## src/rtl/priority_serializer.sv

```systemverilog
// priority_serializer: accepts a WIDTH-bit request vector and drains it as a
// stream of set-bit indices, one per accepted beat, lowest-first or
// highest-first depending on MSB_FIRST.
//
// Handshakes: a transfer happens on a rising edge where valid and ready are
// both high. Input side: in_ready is high only in IDLE, and in_ready does not
// depend on in_valid. Output side: out_valid is high in DRAIN, and out_valid
// does not depend on out_ready. While valid is high and ready is low, all
// output fields hold.
module priority_serializer #(
    parameter int WIDTH     = 8,
    parameter bit MSB_FIRST = 1'b0,
    localparam int IDX_W    = $clog2(WIDTH)
) (
    input  logic             clk,
    input  logic             rst,
    input  logic [WIDTH-1:0] in_data,
    input  logic             in_valid,
    output logic             in_ready,
    output logic [IDX_W-1:0] out_idx,
    output logic             out_valid,
    input  logic             out_ready,
    output logic             out_last,
    output logic [IDX_W:0]   out_count,
    output logic             none,
    output logic             state_dbg
);

    typedef enum logic {
        IDLE  = 1'b0,
        DRAIN = 1'b1
    } state_t;

    state_t             state_q, state_d;
    logic [WIDTH-1:0]   pending_q, pending_d;
    logic [IDX_W:0]     out_count_q, out_count_d;
    logic               none_q, none_d;

    logic [IDX_W-1:0]   sel_idx;
    logic [IDX_W:0]     in_count;
    logic               one_left;

    // Pick the highest-priority pending bit; looks only at the pending register.
    always_comb begin
        sel_idx = '0;
        if (MSB_FIRST) begin
            for (int i = 0; i < WIDTH; i++) begin
                if (pending_q[i]) sel_idx = IDX_W'(i);
            end
        end else begin
            for (int i = WIDTH - 1; i >= 0; i--) begin
                if (pending_q[i]) sel_idx = IDX_W'(i);
            end
        end
    end

    // Popcount of the incoming vector, captured on acceptance.
    always_comb begin
        in_count = '0;
        for (int i = 0; i < WIDTH; i++) begin
            in_count = in_count + (IDX_W+1)'(in_data[i]);
        end
    end

    // Exactly one bit left means the current beat is the final one.
    always_comb begin
        one_left = (pending_q != '0) && ((pending_q & (pending_q - WIDTH'(1))) == '0);
    end

    // Next-state logic: accept in IDLE, clear one bit per transferred beat in DRAIN.
    always_comb begin
        state_d     = state_q;
        pending_d   = pending_q;
        out_count_d = out_count_q;
        none_d      = 1'b0;
        case (state_q)
            IDLE: begin
                if (in_valid) begin
                    out_count_d = in_count;
                    if (in_data != '0) begin
                        pending_d = in_data;
                        state_d   = DRAIN;
                    end else begin
                        none_d = 1'b1;
                    end
                end
            end
            DRAIN: begin
                if (out_ready) begin
                    pending_d = pending_q & ~(WIDTH'(1) << sel_idx);
                    if (one_left) state_d = IDLE;
                end
            end
            default: begin
                state_d   = IDLE;
                pending_d = '0;
            end
        endcase
    end

    // State registers; reset discards any vector in flight.
    always_ff @(posedge clk or posedge rst) begin
        if (rst) begin
            state_q     <= IDLE;
            pending_q   <= '0;
            out_count_q <= '0;
            none_q      <= 1'b0;
        end else begin
            state_q     <= state_d;
            pending_q   <= pending_d;
            out_count_q <= out_count_d;
            none_q      <= none_d;
        end
    end

    // Output decode from registered state only.
    always_comb begin
        in_ready  = (state_q == IDLE);
        out_valid = (state_q == DRAIN);
        out_idx   = sel_idx;
        out_last  = one_left;
        out_count = out_count_q;
        none      = none_q;
        state_dbg = state_q;
    end

endmodule

```

## config.mk

```make
export PLATFORM = sky130hd
export DESIGN_NAME = priority_serializer
export DESIGN_NICKNAME = d
export VERILOG_FILES = /design/src/rtl/priority_serializer.sv
export SDC_FILE = /design/constraint.sdc
export NUM_CORES = 1
export LEC_CHECK = 0
export BUFFER_PORTS_ARGS = -buffer_cell sky130_fd_sc_hd__buf_2
export CAP_MARGIN = 10
export CORE_MARGIN = 3
export CORE_UTILIZATION = 55
export DETAILED_ROUTE_END_ITERATION = 16
export GPL_ROUTABILITY_DRIVEN = 0
export PLACE_DENSITY = 0.84
export SYNTH_ARGS = -nofsm -noshare
export SYNTH_HDL_FRONTEND = slang
export SYNTH_SLANG_ARGS = --single-unit
```

## constraint.sdc

```tcl
create_clock -name clk -period 2.5 [get_ports clk]
set_clock_uncertainty 0.15 [all_clocks]
set_input_delay 0.25 -clock clk [delete_from_list [all_inputs] [get_ports clk]]
set_output_delay 0.25 -clock clk [all_outputs]
set_load 0.02 [all_outputs]
```

==> reports/qor.csv <==
stage,metric,value,unit
floorplanning,# IOs,24,
synth,synthesis warning total,0,
clocking,buffer depth of the longest clock path,2,
clocking,clock slew at the register clock pins of the worst setup and hold paths,0.08,ns
worst_setup_path,top fanout value on the critical path,2,
clocking,number of CTS-inserted buffers,3,
pwr,Static Leak,0.619,nW
layout,post-route cell area,0.00119,mm^2
synth,"Net Count, Synth",130,
timing,final worst-path setup slack,-0.160,ns
synth,main area contributors after synthesis,"sky130_fd_sc_hd__dfrtp_1, sky130_fd_sc_hd__fa_1, sky130_fd_sc_hd__inv_1",
run,# Max-Cap Violations,0,
clocking,buffer type at the clock tree root,sky130_fd_sc_hd__clkbuf_4,
drt,number of violations reported at the end of detailed-routing iteration 0,26,
layout,number of nets in the finished design,159,
synth,cell area after technology mapping,987,um^2
worst_setup_path,FF-to-FF setup slack,0.71,ns
drt,routed wl met3,154,um
synth,ys async rst share,100,%
layout,number of diodes added for antenna fixing,0,
global_route,maximum number of pins on one net before global-route repair,15,
worst_setup_path,kind of start point of the critical path,input pin,
synth,distinct cell type count of the synthesized netlist,35,
timing,max-slew violation count,0,
drt,final wirelength,2360,um
hold_path,critical hold path startpoint,out_ready,
drt,routed wl met2,1220,um
timing,post-route minimum period,2.66,ns
layout,proportion of layout cells with a drive suffix above 1,28.5,%
hold_path,type of the most critical hold path,input pin to flop,
floorplanning,Die X,48.4,um
synth,post-synthesis register bit count,14,
run_status,run status,"finished, violations left",
floorplanning,initial core utilization,61.9,%
drt,Routed WL per cell,14.7,um
synth,share of synthesized area occupied by flip-flops and latches,35.5,%
floorplanning,die outline area,0.00234,mm^2
pwr,power density of the placed cells,1230,mW/mm^2
global_route,antenna violations before repair,0,
timing,final-report setup violation count,2,
floorplanning,core region area,0.00159,mm^2
drt,number of DRC violations after detailed routing,0,
worst_setup_path,endpoint kind of the worst setup timing path,flop,
global_route,"Remaining Overflow, GRT",0,
placement,placement-stage cell area,0.00113,mm^2
synth,share of the synthesized area in the top cell type,35.5,%
synth,mean post-synth cell area,8.97,um^2
floorplanning,Die Y,48.4,um
drt,routed length on met1,942,um
global_route,vias in the first global route,886,
synth,Syn Inst Count,110,
clocking,number of H-tree levels,1,
global_route,Overall Global Routing Usage,23.0,%
floorplanning,Row Count,14,
worst_setup_path,launch point of the worst reg-to-reg path,out_valid$_DFF_PP0_,
timing,Peak Freq,0.376,GHz
clocking,clock tree from TritonCTS,yes,
pwr,peak supply drop,0.704,mV
timing,setup repair after global routing missed its margin,yes,
hold_path,endpoint of the worst hold path,out_valid$_DFF_PP0_,
worst_setup_path,FF-to-FF End,pending_q[7]$_DFFE_PP0P_,
synth,cell accounting for the most synthesized area,sky130_fd_sc_hd__dfrtp_1,
worst_setup_path,critical path arrival,2.68,ns
run_status,failing checks,negative setup slack,
synth,Synth Flop Type,sky130_fd_sc_hd__dfrtp_1,
layout,Synth-to-Final Area Change,20.2,%
timing,final-layout worst hold slack,0.0240,ns
clocking,sink count of the clock tree,14,
placement,number of input and output port buffers inserted,23,
timing,Rel. slew slack,63.6,%
drt,vias post-DR,934,
worst_setup_path,data required time at the worst endpoint,2.52,ns
timing,final worst path period share,106,%
timing,Tightest Pin Transition,0.545,ns
drt,First-pass DRT Iterations,5,
global_route,first-pass GRT wire length,4130,um
worst_setup_path,crit path kind,input pin to flop,
worst_setup_path,cell depth of the worst flop-to-flop path,5,
clocking,clock latency at the later pin of the worst-skew pair,0.28,ns
drt,post-detailed-route count of antenna-violating nets,0,
hold_path,number of cells traversed by the worst hold path,2,
placement,final HPWL from detailed placement,1900,um
drt,ratio of routed vias to standard cells,5.80,
timing,Sum Neg Setup Slack,-0.320,ns
drt,max layer used,met4,
timing,Hold Fails Final Rpt,0,
synth,number of enable flip-flop cells after synthesis,0,
cells in the final DEF, fill, tap and decap left out, drive strengths merged, types with 4 or more instances in the layout:
cell type / n
inv: 17
ha: 4
nand2: 12
o21ai: 12
dfrtp: 14
a22o: 6
a21oi: 5
nor2: 9
fa: 4
buf: 26
synthesized netlist by cell type (2+ instances only):
library cell	count
sky130_fd_sc_hd__nor3_1	2
sky130_fd_sc_hd__o22ai_1	2
sky130_fd_sc_hd__nor2_1	9
sky130_fd_sc_hd__xor2_1	3
sky130_fd_sc_hd__o21ai_1	3
sky130_fd_sc_hd__a22o_1	6
sky130_fd_sc_hd__fa_1	4
sky130_fd_sc_hd__a21oi_1	4
sky130_fd_sc_hd__nand2_1	12
sky130_fd_sc_hd__inv_1	17
sky130_fd_sc_hd__ha_1	4
sky130_fd_sc_hd__o21ai_0	8
sky130_fd_sc_hd__dfrtp_1	14
routing by layer:
metal / vias to the layer above / GRT usage (%)
met4: 0 / 9.95
met3: 5 / 3.68
met1: 459 / 28.1
li1: 428 / -
met2: 42 / 40.1
met5: - / 0
metrics by stage:
step	util (%)	setup slack, ns	instances	power [W]
global placement	70.7	-0.423	156	0.00127
detailed placement	70.7	-0.502	156	0.00132
floorplan	-	-0.275	110	0.00107
global route	74.4	-0.233	161	0.00158
finish	74.4	-0.160	161	0.00146
CTS	74.2	-0.171	161	0.00146
area by class of cell:
type / instances / area, um^2
multi-input combinational: 76 / 556
tap: 24 / 30.0
timing repair buffer: 27 / 164
inverter: 17 / 63.8
sequential: 14 / 350
clock buffer: 3 / 22.5
fill: 130 / 408
flip-flops by register name, indices dropped and copies added (netlist names):
| register | flops |
|---|---|
| out_valid | 1 |
| pending_q | 8 |
| out_count | 4 |
| none | 1 |
worst max path at each step:
stage                           from                        to  slack [ns]
after floorplan           in_data[0]  out_count[1]$_DFFE_PP0P_       -0.27
after global placement    in_data[0]  out_count[1]$_DFFE_PP0P_       -0.42
after global routing      in_data[0]  out_count[2]$_DFFE_PP0P_       -0.23
after detailed placement  in_data[0]  out_count[2]$_DFFE_PP0P_       -0.50
after CTS                 in_data[0]  out_count[1]$_DFFE_PP0P_       -0.17
final                     in_data[0]  out_count[1]$_DFFE_PP0P_       -0.16
timing repair:
action | CTS | global route
hold buffers | 1 | 0
setup endpoints to repair | 2 | 2
pin swaps | 0 | 1
endpoints found under the hold margin | 14 | 0
setup buffers | 1 | 0
gates resized for setup | 6 | 1
where the power goes:
part / leakage (nW) / switching [W] / internal, W
sequential: 0.181 / 0.000129 / 0.000314
combinational: 0.425 / 0.000531 / 0.000360
clock: 0.0138 / 0.0000736 / 0.0000560
worst max-delay path, stage by stage:
cell and delay, ns:
sky130_fd_sc_hd__buf_8 0.10, sky130_fd_sc_hd__fa_1 0.53, sky130_fd_sc_hd__inv_1 0.05, sky130_fd_sc_hd__fa_1 0.50
sky130_fd_sc_hd__fa_1 0.41, sky130_fd_sc_hd__inv_1 0.07, sky130_fd_sc_hd__ha_2 0.18, sky130_fd_sc_hd__inv_2 0.04
sky130_fd_sc_hd__fa_2 0.51, sky130_fd_sc_hd__o21ai_1 0.05
kinds of logic (layout without fill, tap and decap cells):
logic type | after synthesis | after routing | share of synthesized area (%)
adders and majority gates | 8 | 8 | 13.2
xor gates and xnor gates | 3 | 3 | 2.66
DFF | 14 | 14 | 35.5
AOI/OAI and AO/OA | 34 | 34 | 24.7
buffers and inverters | 20 | 47 | 8.74
and+or+nand+nor | 31 | 31 | 15.2
Power figures use the tool's default switching activity.
